File: config.mk
export PLATFORM = sky130hd
export DESIGN_NAME = ysyx_22050019_pipe_stage
export DESIGN_NICKNAME = d
export VERILOG_FILES = /design/src/rtl/ysyx_22050019_pipe_pkg.sv /design/src/rtl/ysyx_22050019_pipe_slot.sv /design/src/rtl/ysyx_22050019_pipe_stage.sv
export SDC_FILE = /design/constraint.sdc
export NUM_CORES = 1
export LEC_CHECK = 0
export BUFFER_PORTS_ARGS = -buffer_cell sky130_fd_sc_hd__buf_2
export CORE_MARGIN = 3
export CORE_UTILIZATION = 40
export DETAILED_ROUTE_END_ITERATION = 12
export PLACE_DENSITY = 0.6
export SLEW_MARGIN = 20
export SYNTH_ARGS = -nofsm -noshare
export SYNTH_HDL_FRONTEND = slang
export SYNTH_SLANG_ARGS = --single-unit
File: constraint.sdc
create_clock -name clk -period 2.7 [get_ports clk]
set_input_delay 0.135 -clock clk [delete_from_list [all_inputs] [get_ports clk]]
set_output_delay 0.135 -clock clk [all_outputs]
set_load 0.01 [all_outputs]
File: src/rtl/ysyx_22050019_pipe_pkg.sv
`default_nettype none
// ============================================================================
//  Module   : ysyx_22050019_pipe_pkg
//  Purpose  : Shared widths and sideband field layout for NPC pipeline stage
//             registers (IF/ID, ID/EX, EX/MEM, MEM/WB).
//  Revision : 1.0  initial release
// ============================================================================
package ysyx_22050019_pipe_pkg;

  // Default payload widths used by every stage register
  localparam int PC_W_D   = 64;
  localparam int INST_W_D = 32;
  localparam int SIDE_W_D = 8;

  // Bit positions inside the default 8-bit sideband bundle
  typedef enum int unsigned {
    SIDE_COMMIT       = 0,
    SIDE_EXC_VALID    = 1,
    SIDE_EXC_CODE_LSB = 2
  } side_bit_e;

  localparam int SIDE_EXC_CODE_W = 6;

  // Structured view of the default sideband bundle (LSB = commit)
  typedef struct packed {
    logic [SIDE_EXC_CODE_W-1:0] exc_code;
    logic                       exc_valid;
    logic                       commit;
  } side_t;

endpackage : ysyx_22050019_pipe_pkg
`default_nettype wire

File: src/rtl/ysyx_22050019_pipe_slot.sv
`default_nettype none
// ============================================================================
//  Module   : ysyx_22050019_pipe_slot
//  Purpose  : One valid flag plus payload register. clr (flush) zeroes both,
//             load captures d and sets valid, drop clears valid only so the
//             payload holds its last value while the slot is a bubble.
//  Revision : 1.0  initial release
// ============================================================================
module ysyx_22050019_pipe_slot #(
  parameter int W = 8
) (
  input  logic         clk,
  input  logic         rst_n,
  input  logic         clr,
  input  logic         load,
  input  logic         drop,
  input  logic [W-1:0] d,
  output logic         valid,
  output logic [W-1:0] q
);

  logic         r_valid;
  logic [W-1:0] r_data;

  // Valid/payload register: reset and clear zero everything, load wins over drop
  always_ff @(posedge clk) begin
    if (!rst_n || clr) begin
      r_valid <= 1'b0;
      r_data  <= '0;
    end else if (load) begin
      r_valid <= 1'b1;
      r_data  <= d;
    end else if (drop) begin
      r_valid <= 1'b0;
    end
  end

  assign valid = r_valid;
  assign q     = r_data;

endmodule : ysyx_22050019_pipe_slot
`default_nettype wire

File: src/rtl/ysyx_22050019_pipe_stage.sv
`default_nettype none
// ============================================================================
//  Module   : ysyx_22050019_pipe_stage
//  Purpose  : Parametrised valid/ready pipeline stage register carrying pc,
//             instruction and sideband. Supports stall, flush and an optional
//             skid slot that registers in_ready_o to cut ready chains.
//  Revision : 1.0  initial release
// ============================================================================
module ysyx_22050019_pipe_stage
  import ysyx_22050019_pipe_pkg::*;
#(
  parameter int PC_W    = PC_W_D,
  parameter int INST_W  = INST_W_D,
  parameter int SIDE_W  = SIDE_W_D,
  parameter bit SKID_EN = 1'b1
) (
  input  logic              clk,
  input  logic              rst_n,
  input  logic              in_valid_i,
  output logic              in_ready_o,
  input  logic [PC_W-1:0]   in_pc_i,
  input  logic [INST_W-1:0] in_inst_i,
  input  logic [SIDE_W-1:0] in_side_i,
  input  logic              flush_i,
  input  logic              stall_i,
  output logic              out_valid_o,
  input  logic              out_ready_i,
  output logic [PC_W-1:0]   out_pc_o,
  output logic [INST_W-1:0] out_inst_o,
  output logic [SIDE_W-1:0] out_side_o,
  output logic              skid_full_o
);

  localparam int c_DATA_W = PC_W + INST_W + SIDE_W;

  logic                w_dn_rdy;
  logic                w_out_fire;
  logic                w_in_fire;
  logic [c_DATA_W-1:0] w_in_data;
  logic                w_main_valid;
  logic [c_DATA_W-1:0] w_main_data;
  logic                w_main_load;
  logic                w_main_drop;
  logic [c_DATA_W-1:0] w_main_d;

  assign w_dn_rdy   = out_ready_i & ~stall_i;
  assign w_out_fire = w_main_valid & w_dn_rdy;
  assign w_in_fire  = in_valid_i & in_ready_o;
  assign w_in_data  = {in_pc_i, in_inst_i, in_side_i};

  // Main slot always drives the output side
  ysyx_22050019_pipe_slot #(.W(c_DATA_W)) u_main (
    .clk   (clk),
    .rst_n (rst_n),
    .clr   (flush_i),
    .load  (w_main_load),
    .drop  (w_main_drop),
    .d     (w_main_d),
    .valid (w_main_valid),
    .q     (w_main_data)
  );

  generate
    if (SKID_EN) begin : g_skid
      logic                w_skid_valid;
      logic [c_DATA_W-1:0] w_skid_data;
      logic                w_skid_load;
      logic                w_skid_drop;

      // Ready comes straight from the skid valid flop, so it is registered
      assign in_ready_o  = ~w_skid_valid;
      assign skid_full_o = w_skid_valid;

      // Steering: the skid beat is older than the input beat, so it refills main first
      always_comb begin
        w_main_load = 1'b0;
        w_main_drop = 1'b0;
        w_main_d    = w_in_data;
        w_skid_load = 1'b0;
        w_skid_drop = 1'b0;
        if (!w_main_valid || w_out_fire) begin
          if (w_skid_valid) begin
            w_main_load = 1'b1;
            w_main_d    = w_skid_data;
            w_skid_load = w_in_fire;
            w_skid_drop = ~w_in_fire;
          end else begin
            w_main_load = w_in_fire;
            w_main_drop = ~w_in_fire;
          end
        end else begin
          w_skid_load = w_in_fire;
        end
      end

      ysyx_22050019_pipe_slot #(.W(c_DATA_W)) u_skid (
        .clk   (clk),
        .rst_n (rst_n),
        .clr   (flush_i),
        .load  (w_skid_load),
        .drop  (w_skid_drop),
        .d     (w_in_data),
        .valid (w_skid_valid),
        .q     (w_skid_data)
      );
    end else begin : g_no_skid
      // Single entry: accept whenever main is empty or draining this cycle
      assign in_ready_o  = ~w_main_valid | w_dn_rdy;
      assign skid_full_o = 1'b0;

      // Main loads every accepted beat and empties when it drains with nothing behind it
      always_comb begin
        w_main_d    = w_in_data;
        w_main_load = w_in_fire;
        w_main_drop = w_out_fire & ~w_in_fire;
      end
    end
  endgenerate

  assign out_valid_o = w_main_valid;
  assign out_pc_o    = w_main_data[c_DATA_W-1 -: PC_W];
  assign out_inst_o  = w_main_data[SIDE_W +: INST_W];
  assign out_side_o  = w_main_data[SIDE_W-1:0];

endmodule : ysyx_22050019_pipe_stage
`default_nettype wire
==> out/summary.md, run 1 <==
* finished clean — result of the run
* 0.269 — relative slew slack
* 62 — critical path peak fanout
* 216 — total of buffers placed on input and output ports
* flip-flop — critical path launch point type
* 0.810 — share of the clock period used by the worst path after layout
* 0 — number of max-slew violations in the final report
* 217 — ports placed on the boundary
* 0.414 — effective utilization at floorplan
* 2.19 ns — min Tclk post-route
* 160 um — Die Wd
* 0.512 ns — worst path setup slack after routing
* 0 — total overflow reported by the global router
* 6 — number of iterations in the first detailed-routing pass
* 0 — residual DRC count
* 5.85 nW — Leak
* 0 — count of flip-flops with a built-in enable after synthesis
* 1.10 ns — transition time at the pin with the least slew margin
* 0 ns — TNS Setup
* 0.50 ns — Skew-Pair Late Insertion Delay
* no — setup repair after global routing missed its margin
* sky130_fd_sc_hd__buf_2, sky130_fd_sc_hd__dfxtp_1, sky130_fd_sc_hd__nand2_1, sky130_fd_sc_hd__mux2i_1, sky130_fd_sc_hd__dlygate4sd3_1 — most frequent cells in the layout
* 0 — Hold Vio Cnt, Final
* 4210 um^2 — combined flip-flop and latch cell area
* 210 — Synth Register Bits
* 3 — number of buffers on the longest clock path
* 0 — synthesis warning total
* 10.0 um^2 — Post-Synthesis Mean Instance Area
* 0 — final setup violating endpoints
* 0.457 GHz — achievable frequency
* 0.198 — overall routing resource usage
* 399 uV — IR Drop Worst-Case VDD
* primary output — kind of end point of the critical path
* 23100 um^2 — placeable core area
* 21 — Synth cell types
* 1327 — number of nets in the finished design
* 0.441 — portion of the post-synthesis area used by sequential elements
* 2.05 ns — Crit path arrival time
* 584 nW/um^2 — PD cells
* 1 — initial antenna violation count
* 67 — largest net degree at the start of global routing
* 0 — Async SR Flop Fraction
* 17.0 um — post-detailed-route wirelength per cell
* input pin to flip-flop — Hold Path Class
* 24 — number of buffers added by the clock tree synthesis step
* 4 — cell depth of the worst flop-to-flop path
* sky130_fd_sc_hd__dfxtp_1 — ys flop type
* 0 — Setup Fix Bufs, Post-CTS
* 0.747 — placer's final routability congestion estimate
* sky130_fd_sc_hd__clkbuf_16 — clock root buffer master
* in_ready_o — Critical Path Sink
* 0 — Final ANT Viol Nets
* yes — TritonCTS clock tree
* 4790 um^2 — multi-input gate area in the final layout
* 529 — drt initial violations
* 2071 — FILL cells
* 25700 um^2 — Die ar.
* 210 — TritonCTS sink count
* 0 — Gates resized, CTS repair
* 32.4% — Synth-to-Final Area Change
* 0.710 ns — Placement Setup Slack
* u_main.valid — worst flop-to-flop path endpoint
* 55 — row count
* 1061 — synthesized netlist net count
* 1 — H-Tree Depth
* g_skid.u_skid.valid — start of the worst register-to-register path
* 7.38 mW — Final Power
* flip-flop to primary output — type of the worst setup path
* 5.21 — Avg Vias per Cell
* 160 um — Die Height
* g_skid.u_skid.valid — worst setup path startpoint
* 0 — max cap viols
* 0.0155 ns — skew final
* 26200 um — final WL
* 2.57 ns — required time of the critical path
* 8156 — via count of the first global-routing pass
* 42900 um — wire length of the first global-routing pass
* 15800 um — post-DP HPWL
* 9540 um^2 — area of the mapped netlist
* 0.06 ns — CTS clk-pin slew, worst paths
* 0.54 ns — register-to-register setup slack
* sky130_fd_sc_hd__buf_2 — most common cell after layout, fill and taps aside
* 8047 — Via Count
* 0.230 — fraction of final layout cells with drive strength greater than 1
* 951 — instance count of the mapped netlist
==> per-layer routing <==
| layer | GRT usage | vias to the layer above | wire length, um |
|---|---|---|---|
| met5 | 0 | - | 9 |
| met3 | 0.0418 | 36 | 1410 |
| met1 | 0.263 | 3838 | 12200 |
| met2 | 0.330 | 199 | 12100 |
| li1 | - | 3972 | - |
| met4 | 0.0458 | 2 | 528 |
==> cell usage after synthesis (2+ instances only) <==
| cell type | n | area (um^2) |
|---|---|---|
| sky130_fd_sc_hd__buf_1 | 11 | 41.3 |
| sky130_fd_sc_hd__buf_2 | 26 | 130 |
| sky130_fd_sc_hd__buf_4 | 5 | 37.5 |
| sky130_fd_sc_hd__buf_6 | 8 | 90.1 |
| sky130_fd_sc_hd__buf_8 | 6 | 90.1 |
| sky130_fd_sc_hd__clkbuf_1 | 49 | 184 |
| sky130_fd_sc_hd__dfxtp_1 | 210 | 4200 |
| sky130_fd_sc_hd__mux2i_1 | 208 | 2080 |
| sky130_fd_sc_hd__nand2_1 | 208 | 781 |
| sky130_fd_sc_hd__nand2b_1 | 2 | 12.5 |
| sky130_fd_sc_hd__nor2b_1 | 2 | 12.5 |
| sky130_fd_sc_hd__o211a_1 | 104 | 1040 |
| sky130_fd_sc_hd__o211ai_1 | 104 | 781 |
==> registers in the layout (all words and copies together), names as in the netlist <==
name / count
g_skid.u_skid.q: 104
u_main.q: 104
g_skid.u_skid.valid: 1
u_main.valid: 1
==> power breakdown <==
part	total [mW]	switching (mW)	internal, mW
clock network	3.30	1.27	2.03
registers	3.23	0.0453	3.18
logic	0.853	0.455	0.399
total	7.38	1.77	5.61
==> worst min path at each step <==
stage | cells after the start | slack [ns] | endpoint | start
final | 3 | 0.05 | u_main.q[45] | flush_i
after global routing | 3 | 0.06 | u_main.q[45] | flush_i
after CTS | 3 | 0.03 | u_main.q[45] | flush_i
after detailed placement | 3 | 0.40 | g_skid.u_skid.q[74] | in_pc_i[34]
after global placement | 3 | 0.39 | g_skid.u_skid.q[48] | in_pc_i[8]
after floorplan | 2 | 0.28 | g_skid.u_skid.q[0] | in_side_i[0]
==> critical path: stages, from the launching register on <==
cell and delay (ns):
sky130_fd_sc_hd__dfxtp_4 0.37, sky130_fd_sc_hd__buf_4 0.85, sky130_fd_sc_hd__inv_1 0.11, sky130_fd_sc_hd__buf_2 0.19
==> repair_timing <==
item                       4_1_cts  5_1_grt
hold endpoints to repair       118        0
hold buffers                   108        0
setup endpoints to repair        0        0
==> stage by stage <==
stage	instances	instance area, um^2	hold WS, ns	util
floorplan	951	9540	0.277	-
global placement	1396	10700	0.392	0.466
detailed placement	1396	10700	0.402	0.466
CTS	1545	12600	0.0315	0.548
global route	1545	12600	0.0644	0.548
finish	1546	12600	0.0494	0.548
==> cells by family after synthesis <==
logic type      Yosys count  share of synthesized area
buf+inv                 107                     0.0609
compound gates          210                      0.192
simple gates            216                     0.0876
flops                   210                      0.441
mux                     208                      0.218
==> cell type report <==
class / instances / share of cell area
sequential: 210 / 0.333
clock inverter: 8 / 0.00733
timing repair buffer: 345 / 0.192
inverter: 2 / 0.000694
clock buffer: 33 / 0.0567
multi-input combinational: 634 / 0.379
tap: 313 / 0.0310
antenna: 1 / 0.000198
Power figures use the tool's default switching activity.
==> run 2: changes to the inputs <==
--- a/config.mk
+++ b/config.mk
@@ -5,6 +5,7 @@
 export SDC_FILE = /design/constraint.sdc
 export NUM_CORES = 1
 export LEC_CHECK = 0
+export ABC_AREA = 1
 export BUFFER_PORTS_ARGS = -buffer_cell sky130_fd_sc_hd__buf_2
 export CORE_MARGIN = 3
 export CORE_UTILIZATION = 40
==> constraint.sdc (replaced) <==
create_clock -name clk -period 2.2 [get_ports clk]
set_input_delay 0.11 -clock clk [delete_from_list [all_inputs] [get_ports clk]]
set_output_delay 0.11 -clock clk [all_outputs]
set_load 0.01 [all_outputs]
==> run 2 against run 1 <==
  * Non-clock buffer count shrank 8
  * Sequential share of layout area shrank 1.1 points
  * Combinational power grew 37%
  * Global-route usage grew 0.25 points
  * Wire length grew 4.9%
  * Clock power grew 38%
  * Setup slack lost 0.36 ns
  * Register-to-register slack lost 0.02 ns
  * Cell count grew 41%
  * Clock skew shrank 0.0031 ns
  * Synthesized cell count grew 67%
  * Core utilization is essentially flat
  * Critical endpoint is now skid_full_o
  * Largest cell class unchanged
  * Highest routed layer is now met4
==> out/summary.md, run 2 <==
* finished clean — result of the run
* 0.0536 — compound-gate portion of the synthesized area, -0.139
* 0.155 — fraction of final layout cells with drive strength greater than 1, -0.0751
* 0 — total overflow reported by the global router, unchanged
* 1.94 ns — Crit path arrival time, -0.11 ns
* 0 — synthesis warning total, unchanged
* 5 — number of iterations in the first detailed-routing pass, -1
* 0.548 — core occupancy in the finished layout, about the same
* 45200 um — wire length of the first global-routing pass, +5.4%
* 6.10 nW — Leak, +4.3%
* 7.30 mW — internal power contribution, +30%
* 602 — drt initial violations, +14%
* 23800 um^2 — placeable core area, +3.3%
* 1947 — number of nets in the finished design, +47%
* 0.200 — overall routing resource usage, +0.00247
* 103 — critical path peak fanout, +66%
* 2.09 ns — required time of the critical path, -0.48 ns
* sky130_fd_sc_hd__dfxtp_1 — area leader, netlist
* 0.774 — placer's final routability congestion estimate, +3.5%
* 210 — Synth Register Bits, unchanged
* 0 ns — TNS Setup, unchanged
* buf_4 > buf_2 — crit-path cells
* 4.61 — Avg Vias per Cell, -11%
* 2.39 mW — power dissipated by switching net loads, +35%
* 13100 um^2 — Non-Filler Cell Area, Final, +3.4%
* sky130_fd_sc_hd__nand2_1, sky130_fd_sc_hd__nor2_1, sky130_fd_sc_hd__dfxtp_1, sky130_fd_sc_hd__inv_1 — top cells by instance count after synthesis
* flip-flop — critical path launch point type
* 9850 um^2 — area of the mapped netlist, +3.3%
* sky130_fd_sc_hd__nand2_1 — most common cell after layout, fill and taps aside
* no — setup repair after global routing missed its margin
* 26500 um^2 — Die ar., +3.1%
* primary output — kind of end point of the critical path
* 3 — number of buffers on the longest clock path, unchanged
* 0.427 — portion of the post-synthesis area used by sequential elements, -0.0139
* 0 — count of flip-flops with a built-in enable after synthesis, unchanged
* flip-flop to primary output — type of the worst setup path
* 0 — final setup violating endpoints, unchanged
* sky130_fd_sc_hd__clkbuf_16 — clock root buffer master
* 217 — ports placed on the boundary, unchanged
* 0.387 — area fraction in and, or, nand and nor cells after synthesis, +0.299
* 0.121 — part of the power in combinational logic, +0.005
* 0 — Final ANT Viol Nets, unchanged
* 0 — number of max-slew violations in the final report, unchanged
* 2175 — number of standard cells in the final layout excluding fillers, +41%
* 0.952 ns — transition time at the pin with the least slew margin, -0.144 ns
* 0.488 GHz — achievable frequency
* 14 — Synth cell types, -33%
* input pin to flip-flop — Hold Path Class
* 0.413 — effective utilization at floorplan, about the same
* 0 — Async SR Flop Fraction, unchanged
* 163 um — Die Height, +1.6%
* 56 — row count, +1.8%
* 9294 — via count of the first global-routing pass, +14%
* 0 — residual DRC count, unchanged
* sky130_fd_sc_hd__dfxtp_1, sky130_fd_sc_hd__nand2_1, sky130_fd_sc_hd__nor2_1, sky130_fd_sc_hd__inv_1, sky130_fd_sc_hd__nand4_1 — leading cell types by total area after synthesis
* 0.931 — share of the clock period used by the worst path after layout
* sky130_fd_sc_hd__buf_4 — slowest cell on the critical path
* 163 um — Die Wd, +1.6%
* sky130_fd_sc_hd__nand2_1 — most common cell in the netlist
* 0 — initial antenna violation count, -1
* 0 — area share of fa/ha/maj cells after synthesis, unchanged
* 0.52 ns — Skew-Pair Late Insertion Delay, +0.02 ns
* 11100 um^2 — standard cell area after detailed placement, +3.3%
* 0 — area share of xor/xnor cells in the synthesized design, unchanged
* sky130_fd_sc_hd__dfxtp_1 — ys flop type
* 10000 — Via Count, +25%
* 0.411 — relative contribution of sequential cells to total power, -0.027
* 0.06 ns — CTS clk-pin slew, worst paths, about the same
* 0.468 — clock power share, +0.021
* 0.246 — switch share, +0.00707
* 1 — H-Tree Depth, unchanged
* 0.365 — relative slew slack, +0.0958
* 742 nW/um^2 — PD cells, +27%
* 0.72 ns — delay of the slowest cell on the worst path, -0.13 ns
* sky130_fd_sc_hd__nand2_1, sky130_fd_sc_hd__nor2_1, sky130_fd_sc_hd__buf_2, sky130_fd_sc_hd__inv_1, sky130_fd_sc_hd__dfxtp_1 — most frequent cells in the layout
* 6.20 um^2 — Post-Synthesis Mean Instance Area, -38%
* 27500 um — final WL, +4.9%
* 444 uV — IR Drop Worst-Case VDD, +11%
* 0 — max cap viols, unchanged
* 9.69 mW — Final Power, +31%
* 2025 — Cells after DPL, +45%
* 210 — TritonCTS sink count, unchanged
* 0.427 — area share of the largest cell type after synthesis, -0.0139
* 32.5% — Synth-to-Final Area Change
* 25 — number of buffers added by the clock tree synthesis step, +4.2%
* 0.0124 ns — skew final, -0.00315 ns
* 15400 um — post-DP HPWL, -2.5%
* yes — TritonCTS clock tree
* 0 — share of synthesized area spent on multiplexers, -0.218
* 2403 — FILL cells, +16%
* 0 — Hold Vio Cnt, Final, unchanged
* simple AND/OR/NAND/NOR gates — main combinational cell family by area after synthesis
* 128 — largest net degree at the start of global routing, +91%
* 1697 — synthesized netlist net count, +60%
* 12.7 um — post-detailed-route wirelength per cell, -25%
* 1587 — instance count of the mapped netlist, +67%
* 216 — total of buffers placed on input and output ports, unchanged
* 0 — number of diodes added for antenna fixing, -1
* 2.05 ns — min Tclk post-route
* 0 — Setup Fix Bufs, Post-CTS, unchanged
==> run 2: cell count changes after synthesis, sizes merged, moves of 2 or more <==
cell	change
o21ai	+104
o211a	-104
nand2b	-2
inv	+211
mux2i	-208
clkbuf	+7
nor2b	-2
o211ai	-104
nor2	+419
buf	+2
nand4	+104
nand2	+213
==> run 2: repair_timing <==
action | in CTS | in global routing
endpoints found under the hold margin | 162 | 0
resized for setup | 0 | 0
hold buffers | 104 | 0
==> run 2: layer usage <==
layer  up-vias  track usage  part of all wire
met5         -            0                 0
met4         0       0.0523             0.019
met3        38       0.0275             0.050
met2       239        0.343              0.47
met1      4454        0.266              0.46
li1       5296            -                 -
==> run 2: stage by stage <==
stage | hold WS (ns) | setup WS, ns
floorplan | 0.339 | 0.780
global placement | 0.440 | 0.581
detailed placement | 0.454 | 0.558
CTS | 0.0338 | 0.147
global route | 0.0706 | 0.0129
finish | 0.0483 | 0.153
==> run 2: worst paths after layout <==
check                           slack (ns)                  end           startpoint  cells past startpoint
worst min-delay path                  0.05  g_skid.u_skid.valid           in_valid_i                      5
worst max register to register        0.52         u_main.q[81]  g_skid.u_skid.valid                      4
worst max-delay path                  0.15          skid_full_o  g_skid.u_skid.valid                      2
worst min register to register        0.48  g_skid.u_skid.q[76]  g_skid.u_skid.q[76]                      2
==> run 2: kinds of logic after synthesis <==
family | count (synthesis)
flops | 210
buf+inv | 327
simple gates | 945
compound gates | 105
==> run 2: power by group through the flow <==
stage | Combinational, mW | Clock, mW | Sequential, mW
2_1_floorplan | 0.623 | 0 | 4.10
3_3_place_gp | 1.02 | 0 | 4.06
3_5_place_dp | 1.03 | 0 | 4.07
4_1_cts | 1.18 | 4.66 | 3.98
5_1_grt | 1.33 | 4.82 | 3.99
6_report | 1.17 | 4.54 | 3.98
==> run 2: area by class of cell <==
class,count,area [um^2],share of cell area
well taps,319,399,0.0306
repair buffers,337,2350,0.180
multi-input cells,1050,4370,0.335
clock inverters,12,189,0.0145
clock buffers,34,729,0.0559
flip-flops and latches,210,4210,0.323
inverters,213,800,0.0613
==> run 2: critical path: cells and delay by family (launching register included) <==
kind     cells  cell delay (ns)
buf+inv      2             1.00
flops        1             0.38
==> run 3: changes to the inputs <==
--- a/config.mk
+++ b/config.mk
@@ -7,7 +7,6 @@
 export LEC_CHECK = 0
 export ABC_AREA = 1
 export BUFFER_PORTS_ARGS = -buffer_cell sky130_fd_sc_hd__buf_2
-export CORE_MARGIN = 3
 export CORE_UTILIZATION = 40
 export DETAILED_ROUTE_END_ITERATION = 12
 export PLACE_DENSITY = 0.6
==> constraint.sdc (replaced) <==
create_clock -name clk -period 2.2 [get_ports clk]
set_input_delay 0.22 -clock clk [delete_from_list [all_inputs] [get_ports clk]]
set_output_delay 0.22 -clock clk [all_outputs]
set_load 0.01 [all_outputs]
==> run 3 against run 2 <==
  * Setup slack improved by 0.13 ns
  * Sequential power hardly changed
  * Fmax increased by 6.6%
  * Critical path type unchanged
==> out/summary.md, run 3 (synthesis results as in run 2) <==
* finished clean — result of the run
* 0 — number of max-slew violations in the final report, unchanged
* 0 — initial antenna violation count, unchanged
* 0 — Hold Vio Cnt, Final, unchanged
* 0 — final setup violating endpoints, unchanged
* primary output — kind of end point of the critical path
* buf_4 > buf_2 — crit-path cells
* 14400 um — post-DP HPWL, -6.6%
* 5.63 nW — Leak, -7.6%
* g_skid.u_skid.valid — start of the worst register-to-register path
* 0.406 — effective utilization at floorplan, -0.00725
* flip-flop — critical path launch point type
* 0 — max cap viols, unchanged
* 42500 um — wire length of the first global-routing pass, -6.1%
* 0 — Final ANT Viol Nets, unchanged
* yes — TritonCTS clock tree
* 1 — H-Tree Depth, unchanged
* 0.74 ns — register-to-register setup slack, +0.22 ns
* 0.671 ns — transition time at the pin with the least slew margin, -0.282 ns
* 0.55 ns — delay of the slowest cell on the worst path, -0.17 ns
* 449 uV — IR Drop Worst-Case VDD, +1.0%
* g_skid.u_skid.q[5] — worst min-delay path endpoint
* 0.259 — switch share, +0.0127
* 217 — ports placed on the boundary, unchanged
* 4.60 — Avg Vias per Cell, -0.21%
* 12.4 um — post-detailed-route wirelength per cell, -2.3%
* 749 nW/um^2 — PD cells, +0.85%
* 0.197 — overall routing resource usage, -0.00311
* 1.98 ns — required time of the critical path, -0.11 ns
* 3 — number of buffers on the longest clock path, unchanged
* sky130_fd_sc_hd__buf_4 — slowest cell on the critical path
* sky130_fd_sc_hd__nand2_1 — most common cell after layout, fill and taps aside
* 5 — hold depth, unchanged
* 0.553 — relative slew slack, +0.188
* 0 — hold_buf cts, -100%
* 0.439 — clock power share, -0.029
* 25200 um^2 — Die ar., -4.9%
* 0.00609 ns — skew final, -0.00627 ns
* 210 — TritonCTS sink count, unchanged
* 137 — largest net degree at the start of global routing, +7.0%
* 73 — critical path peak fanout, -29%
* u_main.q[5] — worst flop-to-flop path endpoint
* 0.0280 — routing usage on met3, +0.000485
* 1.70 ns — Crit path arrival time, -0.24 ns
* 0.06 ns — CTS clk-pin slew, worst paths, about the same
* 0 — Gates resized, CTS repair, unchanged
* 25 — number of buffers added by the clock tree synthesis step, unchanged
* 5 — number of iterations in the first detailed-routing pass, unchanged
* 2.32 mW — power dissipated by switching net loads, -2.8%
* 159 um — Die Wd, -2.5%
* 0.734 — placer's final routability congestion estimate, -5.1%
* 0 — total overflow reported by the global router, unchanged
* no — setup repair after global routing missed its margin
* 0 — residual DRC count, unchanged
* 159 um — Die Height, -2.5%
* 0.278 — global-route track usage on met1, +0.0122
* sky130_fd_sc_hd__nand2_1, sky130_fd_sc_hd__nor2_1, sky130_fd_sc_hd__buf_2, sky130_fd_sc_hd__inv_1, sky130_fd_sc_hd__dfxtp_1 — most frequent cells in the layout
* flip-flop to primary output — type of the worst setup path
* 216 — total of buffers placed on input and output ports, unchanged
* 0.51 ns — Skew-Pair Late Insertion Delay, about the same
* 24200 um^2 — placeable core area, +1.8%
* 0.0498 ns — Min Hold Slack, +0.00148 ns
* sky130_fd_sc_hd__clkbuf_16 — clock root buffer master
* met2 — busiest metal layer after global routing
* 0.873 — share of the clock period used by the worst path after layout, -0.0574
* 6.64 mW — internal power contribution, -9.1%
* 8489 — via count of the first global-routing pass, -8.7%
* 0.445 — relative contribution of sequential cells to total power, +0.034
* 0 — Setup Fix Bufs, Post-CTS, unchanged
* 0.116 — part of the power in combinational logic, -0.005
* 0.494 — core occupancy in the finished layout, -0.0543
* 0.163 — fraction of final layout cells with drive strength greater than 1, +0.00813
* input pin to flip-flop — Hold Path Class
* 57 — row count, +1.8%
* 654 — drt initial violations, +8.6%
* 0 ns — TNS Setup, unchanged
* buffers and inverters — kind of cell with the highest combined delay on the critical path
* 4 — cell depth of the worst flop-to-flop path, unchanged
* 1844 — number of nets in the finished design, -5.3%
* in_side_i[5] — Worst Min Path Start
* 25600 um — final WL, -6.8%
* 0 — number of diodes added for antenna fixing, unchanged
* 0.521 GHz — achievable frequency, +6.6%
* 0.317 — routing usage on met2, -0.0260
* 9546 — Via Count, -4.8%
* 21.5% — Synth-to-Final Area Change
* 2 — number of buffers and inverters on the critical path, unchanged
* 1.92 ns — min Tclk post-route, -0.126 ns
==> run 3: cell count changes in the layout (fill, tap and decap cells not counted) <==
| cell | before | now |
|---|---|---|
| sky130_fd_sc_hd__clkinv_2 | 6 | 8 |
| sky130_fd_sc_hd__bufinv_16 | 5 | 0 |
| sky130_fd_sc_hd__clkbuf_8 | 7 | 8 |
| sky130_fd_sc_hd__buf_12 | 8 | 14 |
| sky130_fd_sc_hd__buf_4 | 9 | 4 |
| sky130_fd_sc_hd__dlygate4sd3_1 | 104 | 0 |
| sky130_fd_sc_hd__inv_6 | 1 | 0 |
| sky130_fd_sc_hd__clkbuf_1 | 2 | 3 |
==> run 3: layout make-up <==
class	count	area, um^2
fillers	2529	12300
multi-input cells	1050	4370
flip-flops and latches	210	4210
repair buffers	234	1390
inverters	213	800
clock buffers	36	747
well taps	324	405
clock inverters	8	40.0
==> run 3: through the flow <==
step	setup WS, ns	instance area, um^2	power, mW	std cells
after floorplan	0.780	9850	4.72	1587
after global placement	0.750	11200	5.10	2031
after detailed placement	0.723	11200	5.11	2031
after CTS	0.247	12000	9.08	2075
after global routing	0.154	12000	9.41	2075
final	0.279	12000	8.96	2075
==> run 3: power by group through the flow <==
stage	sequential (mW)	combinational, mW	clock (mW)
6_report	3.99	1.04	3.94
5_1_grt	4.00	1.18	4.23
4_1_cts	3.99	1.05	4.04
3_5_place_dp	4.07	1.04	0
3_3_place_gp	4.07	1.04	0
2_1_floorplan	4.10	0.623	0
==> run 3: worst reg2reg max path, stage by stage, from the launching register on <==
cell and delay [ns]:
sky130_fd_sc_hd__dfxtp_4 0.38, sky130_fd_sc_hd__buf_4 0.55, sky130_fd_sc_hd__o21ai_0 0.25, sky130_fd_sc_hd__nor2_1 0.13, sky130_fd_sc_hd__nor2_1 0.05
==> run 3: worst max-delay path by stage <==
| stage | endpoint | from | slack [ns] | depth (start not counted) |
|---|---|---|---|---|
| 6_report | skid_full_o | g_skid.u_skid.valid | 0.28 | 2 |
| 5_1_grt | skid_full_o | g_skid.u_skid.valid | 0.15 | 2 |
| 4_1_cts | skid_full_o | g_skid.u_skid.valid | 0.25 | 2 |
| 3_5_place_dp | u_main.q[44] | stall_i | 0.72 | 9 |
| 3_3_place_gp | u_main.q[79] | g_skid.u_skid.valid | 0.75 | 4 |
| 2_1_floorplan | u_main.q[100] | g_skid.u_skid.valid | 0.78 | 9 |
==> run 3: metal layers <==
metal	part of all wire	up-vias	wire length [um]
met1	0.48	4194	12400
met4	0.018	0	451
li1	-	5078	-
met5	0	-	0
met2	0.45	240	11400
met3	0.054	34	1380
